## src/rtl/wb_rr_arbiter.sv

```systemverilog
// Round-robin arbiter that shares one Wishbone classic device port among
// NUM_CTRL controllers. A grant is held for the whole cyc. A wait counter
// aborts a bus cycle that the device never acknowledges.
module wb_rr_arbiter #(
  parameter int NUM_CTRL   = 4,
  parameter int DATA_WIDTH = 8,
  parameter int TIMEOUT    = 16
) (
  input  logic                           clk_i,
  input  logic                           rst_ni,
  input  logic [NUM_CTRL-1:0]            m_cyc_i,
  input  logic [NUM_CTRL-1:0]            m_stb_i,
  input  logic [NUM_CTRL-1:0]            m_we_i,
  input  logic [NUM_CTRL*DATA_WIDTH-1:0] m_dat_i,
  output logic [DATA_WIDTH-1:0]          m_dat_o,
  output logic [NUM_CTRL-1:0]            m_ack_o,
  output logic [NUM_CTRL-1:0]            m_err_o,
  output logic                           s_cyc_o,
  output logic                           s_stb_o,
  output logic                           s_we_o,
  output logic [DATA_WIDTH-1:0]          s_dat_o,
  input  logic [DATA_WIDTH-1:0]          s_dat_i,
  input  logic                           s_ack_i,
  output logic [$clog2(NUM_CTRL)-1:0]    grant_o,
  output logic                           busy_o
);

  localparam int GW = $clog2(NUM_CTRL);
  localparam int CW = $clog2(TIMEOUT + 1);

  typedef enum logic [1:0] {
    IDLE  = 2'd0,
    BUSY  = 2'd1,
    ABORT = 2'd2
  } state_e;

  state_e          state_q, state_d;
  logic [GW-1:0]   grant_q, grant_d;
  logic [GW-1:0]   last_grant_q, last_grant_d;
  logic [CW-1:0]   cnt_q, cnt_d;

  logic [GW-1:0]   winner;
  logic            g_cyc, g_stb, g_we;
  logic [DATA_WIDTH-1:0] g_dat;
  logic [DATA_WIDTH-1:0] dat_arr [NUM_CTRL];
  logic            in_busy;
  logic            timeout_hit;

  genvar gi;

  // Unpack the flat write-data bus into one word per controller.
  generate
    for (gi = 0; gi < NUM_CTRL; gi++) begin : g_dat_unpack
      assign dat_arr[gi] = m_dat_i[gi*DATA_WIDTH +: DATA_WIDTH];
    end
  endgenerate

  // The granted controller's signals, selected by the registered grant.
  assign g_cyc   = m_cyc_i[grant_q];
  assign g_stb   = m_stb_i[grant_q];
  assign g_we    = m_we_i[grant_q];
  assign g_dat   = dat_arr[grant_q];
  assign in_busy = (state_q == BUSY);

  // The device has had TIMEOUT wait cycles and still does not ack. An ack in this
  // same cycle takes precedence, so the abort is suppressed.
  assign timeout_hit = in_busy && g_stb && !s_ack_i && (cnt_q == CW'(TIMEOUT));

  // Round-robin pick: the first requester scanning upward from last_grant+1.
  // The loop runs downward, so the nearest candidate is written last and wins.
  always_comb begin
    logic [GW:0] cand;
    winner = '0;
    cand   = '0;
    for (int i = NUM_CTRL; i >= 1; i--) begin
      cand = {1'b0, last_grant_q} + (GW+1)'(i);
      if (cand >= (GW+1)'(NUM_CTRL)) begin
        cand = cand - (GW+1)'(NUM_CTRL);
      end
      if (m_cyc_i[cand[GW-1:0]]) begin
        winner = cand[GW-1:0];
      end
    end
  end

  // Next-state, grant and wait-counter logic.
  always_comb begin
    state_d      = state_q;
    grant_d      = grant_q;
    last_grant_d = last_grant_q;
    cnt_d        = '0;
    case (state_q)
      IDLE: begin
        if (|m_cyc_i) begin
          state_d      = BUSY;
          grant_d      = winner;
          last_grant_d = winner;
        end
      end
      BUSY: begin
        if (!g_cyc) begin
          state_d = IDLE;
        end else if (timeout_hit) begin
          state_d = ABORT;
        end else if (g_stb && !s_ack_i) begin
          cnt_d = cnt_q + 1'b1;
        end
      end
      ABORT: begin
        if (!g_cyc) begin
          state_d = IDLE;
        end
      end
      default: state_d = IDLE;
    endcase
  end

  // State registers. Reset gives controller 0 first priority.
  always_ff @(posedge clk_i or negedge rst_ni) begin
    if (!rst_ni) begin
      state_q      <= IDLE;
      grant_q      <= '0;
      last_grant_q <= GW'(NUM_CTRL - 1);
      cnt_q        <= '0;
    end else begin
      state_q      <= state_d;
      grant_q      <= grant_d;
      last_grant_q <= last_grant_d;
      cnt_q        <= cnt_d;
    end
  end

  // Device-side outputs pass straight through from the owner, but only while BUSY.
  always_comb begin
    s_cyc_o = 1'b0;
    s_stb_o = 1'b0;
    s_we_o  = 1'b0;
    s_dat_o = '0;
    if (in_busy) begin
      s_cyc_o = g_cyc;
      s_stb_o = g_stb;
      s_we_o  = g_we;
      s_dat_o = g_dat;
    end
  end

  // Per-controller ack and err. Only the owner can see either one.
  generate
    for (gi = 0; gi < NUM_CTRL; gi++) begin : g_resp
      assign m_ack_o[gi] = in_busy && (grant_q == GW'(gi)) && s_ack_i;
      assign m_err_o[gi] = timeout_hit && (grant_q == GW'(gi));
    end
  endgenerate

  assign m_dat_o = s_dat_i;
  assign grant_o = grant_q;
  assign busy_o  = (state_q != IDLE);

`ifndef SYNTHESIS
  a_resp_onehot0: assert property (@(posedge clk_i) disable iff (!rst_ni)
    $onehot0(m_ack_o | m_err_o));
  a_cyc_busy: assert property (@(posedge clk_i) disable iff (!rst_ni)
    s_cyc_o |-> busy_o);
  a_grant_stable: assert property (@(posedge clk_i) disable iff (!rst_ni)
    (busy_o && $past(busy_o)) |-> $stable(grant_o));
  c_abort: cover property (@(posedge clk_i) disable iff (!rst_ni) state_q == ABORT);
  generate
    for (gi = 0; gi < NUM_CTRL; gi++) begin : g_cov
      c_grant: cover property (@(posedge clk_i) disable iff (!rst_ni)
        busy_o && (grant_o == GW'(gi)));
    end
  endgenerate
`endif

endmodule

```

## config.mk

```make
export PLATFORM = sky130hd
export DESIGN_NAME = wb_rr_arbiter
export DESIGN_NICKNAME = d
export VERILOG_FILES = /design/src/rtl/wb_rr_arbiter.sv
export SDC_FILE = /design/constraint.sdc
export NUM_CORES = 1
export LEC_CHECK = 0
export ABC_AREA = 1
export CAP_MARGIN = 10
export CORE_MARGIN = 10
export CORE_UTILIZATION = 35
export CTS_BUF_LIST = sky130_fd_sc_hd__clkbuf_16
export DETAILED_ROUTE_END_ITERATION = 16
export PLACE_DENSITY = 0.81
export SLEW_MARGIN = 20
export SYNTH_ARGS = -nofsm -noshare
export SYNTH_HDL_FRONTEND = slang
export SYNTH_SLANG_ARGS = --single-unit
```

## constraint.sdc

```tcl
create_clock -name clk_i -period 1.9 [get_ports clk_i]
set_input_delay 0.475 -clock clk_i [delete_from_list [all_inputs] [get_ports clk_i]]
set_output_delay 0.475 -clock clk_i [all_outputs]
set_load 0.01 [all_outputs]
```

* Yosys cells after proc, flatten, opt, wreduce, memory -nomap -nowiden
Cells that the tools add are included.
Widths: inputs -> output; s select.
** Storage, ports and cells
- Register bits :: 11
- Input port bits :: 55
- Output and inout bits :: 30
- Word-level logic and storage cells :: 94
** Cells by class
- Add/subtract/negate cells :: 9
- Magnitude comparators :: 10
- Eq/ne operators :: 9
- Multiplexer cells :: 38
- Bitwise operators :: 1
- Reductions and logical operators :: 23
** Operators with widths (count)
- $mux 2 :: 12
- $mux 8 :: 3
- $mux 5 :: 4
- $bmux 8 s2 :: 1
- $logic_and 1x1->1 :: 16
- $ge 3x3->1 const B :: 5
- $lt 2x3->1 const B :: 5
- $bmux 1 s2 :: 7
- $mux 1 :: 10
- $sub 2x1->2 const B :: 4
- $add 2x2->3 const B :: 2
- $eq 2x2->1 const B :: 3
- $pmux 2 s3 :: 1
- $add 5x1->5 const B :: 1
- $eq 5x5->1 const B :: 1
- $eq 2x1->1 const B :: 2
- $logic_not 2->1 :: 2
- $ne 2x2->1 const B :: 2
- $reduce_or 4->1 :: 1
- $add 2x1->3 const B :: 1
- $add 2x3->3 const B :: 1
- $ne 3x2->1 const B :: 1
- $not 2->3 :: 1
- $reduce_and 3->1 :: 1
- other kinds (3) :: 3

* Longest topological paths before layout
- Depth after elaboration :: 9
- Depth in mapped cells :: 11
- Gate-level depth less buffers :: 11

* Least setup slack after synthesis
No wires, ideal clock.
- Path type :: register to output
- From :: reg grant_q[1], in the netlist grant_o[1]
- To :: out m_err_o[0]
- Arrival :: 1.368 ns
- Data required time :: 1.425 ns
- Setup slack :: 0.057 ns
- Cell stages (with the launch flop) :: 10
- Buffers on the path :: 0
- Cells stage by stage :: dfrtp_1 inv_2 nand2_2 inv_2 nand2_1 nand2_1 nor2_2 nor2_2 nand2_4 nor2_1
** On the way
- Cells in the longest elaborated chain, start to end :: 6
- Elaborated cells on any way between the ends :: 7
- Those cells by class :: mux (2); reduce/logical (5)
** Ends and longest elaborated chain
- start: declaration :: line 38 : logic [GW-1:0] grant_q, grant_d;
- start signal: assignment :: line 127 : grant_q <= grant_d;
- $bmux 1 s2 :: line 60 : assign g_stb = m_stb_i[grant_q];
- $mux 1 (not written as such) :: line 60
- $logic_and 1x1->1 (3 in a row) :: line 67 : assign timeout_hit = in_busy && g_stb && !s_ack_i && (cnt_q == CW'(TIMEOUT));
- $logic_and 1x1->1 * :: line 151 : assign m_err_o[gi] = timeout_hit && (grant_q == GW'(gi));
- end: declaration :: line 17 : output logic [NUM_CTRL-1:0] m_err_o,
Every way passes the cells marked *; elsewhere a longest branch is shown, timed or not. The select of a mux whose other input is x is not followed.

* Worst setup path in the final report
- From :: reg grant_q[1], in the netlist grant_o[1]
- To :: out s_stb_o
** On the way
- Cells in the longest elaborated chain, start to end :: 3
** Ends and longest elaborated chain
- $bmux 1 s2 :: line 60
- $mux 1 (not written as such) :: line 60
- $mux 1 :: line 139 : if (in_busy) begin
- end: declaration :: line 19 : output logic s_stb_o,
Every way passes these cells. The select of a mux whose other input is x is not followed.

==> metrics.csv <==
metric,value,unit
cts_hold_buffers,0,
numCtsBuffers,3,
die_w,78.0,um
hp-class,reg2reg,
dieHeight,78.0,um
drt-wirelength-per-cell,14.8,um
p_seq_share,12.3,%
syn_inst,189,
seq_area_frac_synth,23.6,%
overflow,0,
yosysTopAreaCell,nand2_1,
dp_hpwl,3.95,mm
start_util,37.6,%
nFillCells,253,
ys_types,29,
cts_tree,done,
synthesis.nets,246,
path_clk_slew,40,ps
arrival,1540,ps
ant_nets,0,
drt_pass1_iterations,4,
switching_power,1.45,mW
grt_pass1_wl,7.84,mm
drv_cap,0,
synth_area_leaders,"nand2_1 (21%), dfrtp_1 (19%), nand3_1 (7.7%)",
rsz0062_at_grt,true,
worst_slew_pin_slew,479,ps
period_minus_slack,2020,ps
n_antenna_cell,0,
switching_share,45.1,%
antenna_found_initial,0,
core_region_area,0.00313,mm^2
synth_edf_count,0,
power_frac_comb,75.8,%
status,"complete, but fails checks",
p_int,1.77,mW
vias_per_cell,4.73,
setup_viol,13,
gp_congestion,0.856,
synthFlopType,dfrtp_1,
design.die.area,0.00608,mm^2
crit_required,1420,ps
yosysWarnings,0,
skew,1.72,ps
worstPathMaxFanout,5,
critical-path-max-stage-delay,450,ps
ys_ff_latch,11,
dp_cells,323,
vias,1572,
powerDensity,1430,mW/mm^2
final_nets,346,
syn_to_final_growth,90.5,%
drt_iter0_drc,83,
avgSynthCellArea,6.22,um^2
crit_type,reg2out,
violations,setup timing,
end_kind,primary output,
num_io_pins,85,
syn_area,0.00118,mm^2
layout_setup_ws,-118,ps
h-tree-depth,1,
total_leakage_power,1.10,nW
clock_sinks,11,
io_buffers,68,
crit_slowest_cell,dfrtp_2,
hold_viol_final,0,
vdd_ir_drop_max,0.00117,V
insertion_delay,240,ps
wirelength,4.91,mm
power,3.21,mW
layout-drive-gt1-share,34.4,%
startpoint_type,register,
relSlewSlack,68.0,%
drc,0,
finalCoreUtilization,71.6,%
final_cells,332,
yosys.area.top_type_share,21.1,%
clk_path_buf_depth,2,
power_frac_clock,12.0,%
grt_pass1_vias,1634,
synthArstFlopShare,100,%
grt_usage,15.5,%
drv_slew,0,
max_freq,0.496,GHz
grt_max_degree,12,
clockRootBuffer,clkbuf_16,
path_cells,buf_6 -> nand3_1 -> nand2_2 -> nor2_4 -> nor2_4 -> buf_4 -> buf_4 -> buf_6,
min_period_over_period,106,%
rows,20,
-- timing repair --
item / 4_1_cts / 5_1_grt
setup endpoints to repair: 19 / 19
hold endpoints to repair: 0 / 0
resized for setup: 102 / 15
pin swaps: 14 / 11
setup buffers: 2 / 3
-- per-layer routing --
layer	global-route usage, %	wire length, um	up-vias	share of wire (%)
li1	-	-	803	-
met1	15.8	1840	701	37
met2	29.4	2620	58	53
met3	4.61	375	10	7.6
met4	4.66	78	0	1.6
met5	0	0	-	0
-- worst max-delay path, delay by kind of cell (launching register included) --
family | cells | cell delay [ps]
flip-flops | 1 | 450
buffers and inverters | 4 | 510
AND/OR/NAND/NOR | 4 | 350
-- cells by family after synthesis --
| logic type | count (synthesis) | synth area share, % |
|---|---|---|
| AOI/OAI and AO/OA | 26 | 14.5 |
| xor gates and xnor gates | 3 | 2.23 |
| adders and majority gates | 2 | 2.13 |
| buffers and inverters | 34 | 15.3 |
| DFF | 11 | 23.6 |
| and+or+nand+nor | 113 | 42.2 |
-- sequential cells by signal (all words and copies together) (netlist names) --
register	count
grant_o	2
cnt_q	5
state_q	2
last_grant_q	2
-- placed cells by master, fill, tap and decap left out, drive strengths merged --
cell type      Yosys  routed
nand2             70      70
buf               12      56
clkdlybuf4s50      0      40
nor2              22      22
inv               20      20
nand3             19      19
dlygate4sd2        0      10
a31oi              9       9
a22oi              9       9
dfrtp              9       9
o21ai              3       3
clkbuf             1       3
a21oi              3       3
xor2               2       2
ha                 2       2
dfstp              2       2
o22ai              2       2
clkinv             1       2
clkdlybuf4s15      0       2
nor3b              1       1
xnor2              1       1
nand4              1       1
-- synth_stat cells (3+ instances only) --
cell type / instances
dfrtp_1: 9
nor2_1: 18
nand2_2: 3
nand3_1: 18
a31oi_1: 9
o21ai_0: 3
buf_4: 9
inv_2: 3
nor2_2: 3
nand2_1: 66
inv_1: 16
a22oi_1: 9
-- power by group through the flow --
| stage | clock, mW | combinational (mW) | sequential, mW |
|---|---|---|---|
| floorplan | 0 | 1.17 | 0.388 |
| global placement | 0 | 2.24 | 0.380 |
| detailed placement | 0 | 2.27 | 0.384 |
| CTS | 0.395 | 2.30 | 0.395 |
| global route | 0.404 | 2.68 | 0.404 |
| finish | 0.384 | 2.44 | 0.394 |
-- worst paths after layout --
| kind | from | end | slack [ps] | depth (start not counted) |
|---|---|---|---|---|
| hold reg to reg | cnt_q[0]$_DFF_PN0_ | cnt_q[0]$_DFF_PN0_ | 550 | 2 |
| min in group asynchronous | rst_ni | cnt_q[3]$_DFF_PN0_ | 560 | 1 |
| setup reg to reg | grant_o[0]$_DFFE_PN0P_ | cnt_q[0]$_DFF_PN0_ | 250 | 10 |
| hold / removal | cnt_q[0]$_DFF_PN0_ | cnt_q[0]$_DFF_PN0_ | 550 | 2 |
| setup / recovery | grant_o[1]$_DFFE_PN0P_ | s_stb_o | -120 | 8 |
| max in group asynchronous | rst_ni | grant_o[1]$_DFFE_PN0P_ | 980 | 1 |
-- metrics by stage --
stage	hold slack [ps]	instance area (um^2)	setup slack, ps	TNS (ps)
2_1_floorplan	179	1180	56.5	0
3_3_place_gp	525	2090	-634	-8070
3_5_place_dp	549	2090	-693	-8470
4_1_cts	556	2170	-147	-643
5_1_grt	566	2240	-194	-2200
6_report	549	2240	-118	-651
-- layout make-up --
type | count | area (um^2) | area share (%)
clock buffer | 3 | 75.1 | 3.35
inverter | 21 | 83.8 | 3.74
multi-input combinational | 144 | 806 | 36.0
sequential | 11 | 280 | 12.5
timing repair buffer | 108 | 936 | 41.8
clock inverter | 1 | 5.00 | 0.223
tap | 44 | 55.1 | 2.46
(Power assumes the default switching activity.)
==> edit 1, RTL diff (config.mk and constraints unchanged) <==
The 3 states of `state_e` get a one-hot encoding in 3 bits.
--- a/src/rtl/wb_rr_arbiter.sv
+++ b/src/rtl/wb_rr_arbiter.sv
@@ -29,8 +29,8 @@
   localparam int CW = $clog2(TIMEOUT + 1);
 
-  typedef enum logic [1:0] {
-    IDLE  = 2'd0,
-    BUSY  = 2'd1,
-    ABORT = 2'd2
+  typedef enum logic [2:0] {
+    IDLE  = 3'b001,
+    BUSY  = 3'b010,
+    ABORT = 3'b100
   } state_e;
 
Formal check against the unedited RTL: same outputs for any inputs over 10 cycles, from zero or initial values and one cycle with rst_ni low; not proved beyond that.
==> edit 1 against the original RTL <==
Register-to-register slack worse by 60 ps. Worst hold slack worse by 11 ps. First-iteration DRC count rose by 90%. Worst setup slack got worse by 52 ps. Clock power barely moved. Largest power group unchanged. Largest cell class unchanged. The run still ends with setup timing left. Routed wire length up 20%. Sequential cell count is 1 higher. Combinational power fell by 7%. Final area up 10%. Synthesized area up 7.7%. Count of clock-buffer cells in the layout stayed put. Power decreased by 2.2%.
==> edit 1: results (changes against the original RTL) <==
grt.total_usage_pct: 15.3  # was 15.5%
setup_viol: 14  # was 13
power_frac_seq_pct: 15.4  # was 12.3%
stdcell_count: 355  # was 332
dp_hpwl_um: 3870  # was 3950 um
ys_seq_area_share_pct: 24.0  # was 23.6%
critPathTopFamily: "simple AND/OR/NAND/NOR gates"  # was buffers and inverters
worst_slack_ps: -170  # was -118 ps
final_nets: 367  # was 346
cp_data_arrival_time_ps: 1590  # was 1540 ps
synth_area_leaders: "nand2_1, dfrtp_1, nand3_1"  # unchanged
syn_nets: 261  # was 246
gp_congestion: 0.841  # was 0.856
violations: "setup timing"  # unchanged
power_switching_mw: 1.46  # was 1.45 mW
grt_max_degree: 15  # was 12
status: "complete, but fails checks"  # unchanged
peakVddDrop_mv: 0.742  # was 1.17 mV
grt_pass1_wl_um: 8070  # was 7840 um
synth_commonest_cells: "nand2_1, nand3_1, nor2_1"  # unchanged
r2r_start: "grant_o[1]"  # was grant_o[0]
holdPathEnd: "last_grant_q[1]"  # was cnt_q[0]
wl_per_cell_um: 16.6  # was 14.8 um
min_from: "last_grant_q[1]"  # was cnt_q[0]
drive_above_1_share_pct: 38.2  # was 34.4%
whs_ps: 539  # was 549 ps
nFillCells: 256  # was 253
drtIter0Drc: 158  # was 83
edit 1: layout make-up:
class / instances / area share [%]
clock inverters: 1 / 0.152
repair buffers: 115 / 41.2
multi-input cells: 155 / 37.2
clock buffers: 3 / 3.04
well taps: 46 / 2.33
inverters: 23 / 3.70
flip-flops and latches: 12 / 12.4
edit 1: cells by family after synthesis:
kind of cell	share of synthesized area, %
buf+inv	13.9
flops	24.0
compound gates	14.3
xor+xnor	2.08
simple gates	43.7
fa+ha+maj	1.98
edit 1: tightest hold or removal path: cells and delay by family, from the launching register on:
kind | cells | cell delay, ps
flip-flops | 1 | 400
AND/OR/NAND/NOR | 2 | 130
edit 1: layer usage:
layer,wire length (um),vias up,share of wire [%]
met1,2070,812,35
li1,-,865,-
met2,3190,102,54
met3,497,19,8.4
met5,0,-,0
met4,136,0,2.3
edit 1: through the flow:
| stage | worst slack [ps] | instance area, sq um | setup TNS (ps) | power, mW |
|---|---|---|---|---|
| finish | -170 | 2470 | -1220 | 3.14 |
| global placement | -597 | 2130 | -7950 | 2.18 |
| detailed placement | -631 | 2130 | -8100 | 2.20 |
| CTS | -114 | 2270 | -670 | 2.69 |
| floorplan | 139 | 1270 | 0 | 1.47 |
| global route | -262 | 2470 | -2540 | 3.36 |
edit 1: what timing repair did:
| item | 4_1_cts | 5_1_grt |
|---|---|---|
| resized for setup | 103 | 42 |
| setup buffers | 10 | 7 |
| pin swaps | 8 | 13 |
| gates cloned | 0 | 1 |
| setup endpoints to repair | 21 | 17 |
| hold endpoints to repair | 0 | 0 |
==> edit 2, RTL diff (same flow settings) <==
Made on the original files. Set the parameter `TIMEOUT` to 64 (it was 16).
--- a/src/rtl/wb_rr_arbiter.sv
+++ b/src/rtl/wb_rr_arbiter.sv
@@ -5,5 +5,5 @@
   parameter int NUM_CTRL   = 4,
   parameter int DATA_WIDTH = 8,
-  parameter int TIMEOUT    = 16
+  parameter int TIMEOUT    = 64
 ) (
   input  logic                           clk_i,
Formal check against the unedited RTL: no difference found for any inputs over 10 cycles, from zero or initial values and one cycle with rst_ni low; that may be too few to reach the edited logic, so the function may still have changed.
==> edit 2 against the original RTL <==
The run still ends with setup timing left. Final area up 7.3%. Power grew 1.2%. Maximum frequency increased by 1.0%. Worst setup slack improved by 20 ps. Synthesized area is 11% higher. Sequential cell count up 2. Routed wire length rose by 4.1%. Sequential power rose by 20%. Critical path type unchanged. Largest power group unchanged.
==> edit 2: results (changes against the original RTL) <==
final_nets: 357  # was 346
r2r_end: "cnt_q[3]"  # was cnt_q[0]
reg2reg_depth: 12  # was 10
synth_compound_area_share_pct: 12.7  # was 14.5%
grt.total_usage_pct: 15.0  # was 15.5%
peakVddDrop_mv: 0.675  # was 1.17 mV
synthDistinctLibCells: 28  # was 29
whs_ps: 513  # was 549 ps
drive_above_1_share_pct: 37.8  # was 34.4%
vias: 1677  # was 1,572
synthMuxAreaShare_pct: 0  # unchanged
nFillCells: 304  # was 253
antenna_found_initial: 0  # unchanged
relSlewSlack_pct: 60.9  # was 68.0%
largest_reg_flops: 7  # was 5
status: "complete, but fails checks"  # unchanged
clk_pin_slew_worst_paths_ps: 40  # about the same
violations: "setup timing"  # unchanged
synth_commonest_cells: "nand2_1, inv_1, nor2_1"  # was nand2_1, nand3_1, nor2_1
synth_xor_area_share_pct: 3.35  # was 2.23%
gp_congestion: 0.847  # was 0.856
leakagePower_nw: 1.16  # was 1.10 nW
synthFlopType: "dfrtp_1"  # unchanged
min_from: "last_grant_q[1]"  # was cnt_q[0]
ys_seq_area_share_pct: 25.1  # was 23.6%
cp-startpoint: "grant_o[0]"  # was grant_o[1]
cts-root-buf: "clkbuf_16"  # unchanged
postRouteWirelength_um: 5110  # was 4910 um
holdPathEnd: "last_grant_q[1]"  # was cnt_q[0]
regToRegSetupSlack_ps: 230  # was 250 ps
setup_viol: 15  # was 13
synth_fa_ha_area_share_pct: 1.91  # was 2.13%
synth_area_leaders: "nand2_1, dfrtp_1, nor2_2"  # was nand2_1, dfrtp_1, nand3_1
hold_viol: 0  # unchanged
dp_hpwl_um: 4040  # was 3950 um
drtIter0Drc: 53  # was 83
diodes: 0  # unchanged
cp_data_arrival_time_ps: 1520  # was 1540 ps
final.setup.tns_ps: -686  # was -651 ps
syn_nets: 258  # was 246
port_buffers: 68  # unchanged
worst_slack_ps: -97.4  # was -118 ps
grt_pass1_wl_um: 8020  # was 7840 um
grt_max_degree: 14  # was 12
crit_fanout: 5  # unchanged
grt_pass1_vias: 1733  # was 1,634
finClkSkew_ps: 2.37  # was 1.72 ps
async_reset_ff_share_pct: 100  # unchanged
edit 2: logic make-up (layout without fill, tap and decap cells):
| logic type | count (synthesis) | count (layout) |
|---|---|---|
| and+or+nand+nor | 123 | 123 |
| adders and majority gates | 2 | 2 |
| AOI/OAI and AO/OA | 24 | 24 |
| buffers and inverters | 34 | 132 |
| xor gates and xnor gates | 5 | 5 |
| DFF | 13 | 13 |
edit 2: worst max-delay path, cell delays in order (launching register included):
cell and delay [ps]:
dfrtp_2 450, buf_6 150, nand2_4 70, inv_4 40, nand2_4 50, nand2_4 50, nor2_4 130, nor2_4 50
nand2_4 110, nor2_2 40, buf_2 130
edit 2: worst max path at each step:
| stage | endpoint | slack [ps] | cells past startpoint |
|---|---|---|---|
| floorplan | m_err_o[0] | 50 | 8 |
| global placement | m_err_o[3] | -650 | 7 |
| detailed placement | m_err_o[1] | -690 | 7 |
| CTS | m_err_o[1] | -140 | 10 |
| global route | m_err_o[3] | -170 | 10 |
| finish | m_err_o[3] | -100 | 10 |
edit 2: repair_timing:
action,4_1_cts,5_1_grt
buffers inserted,1,0
setup endpoints to repair,19,20
gates resized for setup,109,21
pin swaps,15,14
cloned,1,0
edit 2: power breakdown:
| group | switching, mW | internal (mW) |
|---|---|---|
| Sequential | 0.109 | 0.364 |
| Combinational | 1.28 | 1.11 |
| Clock | 0.111 | 0.277 |
| Total | 1.50 | 1.75 |
edit 2: routing by layer:
| metal | part of all wire, % | GRT usage (%) | routed length, um |
|---|---|---|---|
| met1 | 42 | 17.1 | 2140 |
| met2 | 48 | 27.1 | 2440 |
| met3 | 9.0 | 3.75 | 461 |
| met4 | 1.3 | 3.98 | 66 |
| met5 | 0 | 0 | 0 |
edit 2: cell type report:
type	count	share of cell area (%)
clock buffers	3	3.12
multi-input cells	154	39.2
flip-flops and latches	13	13.7
inverters	23	4.01
clock inverters	1	0.156
repair buffers	105	37.3
well taps	48	2.50
edit 2: per-stage QoR:
stage                     instances  area, sq um  setup slack (ps)
after floorplan                 201         1310              53.1
after global placement          341         2230              -647
after detailed placement        341         2230              -692
after CTS                       347         2350              -136
after global routing            347         2400              -170
final                           347         2400             -97.4
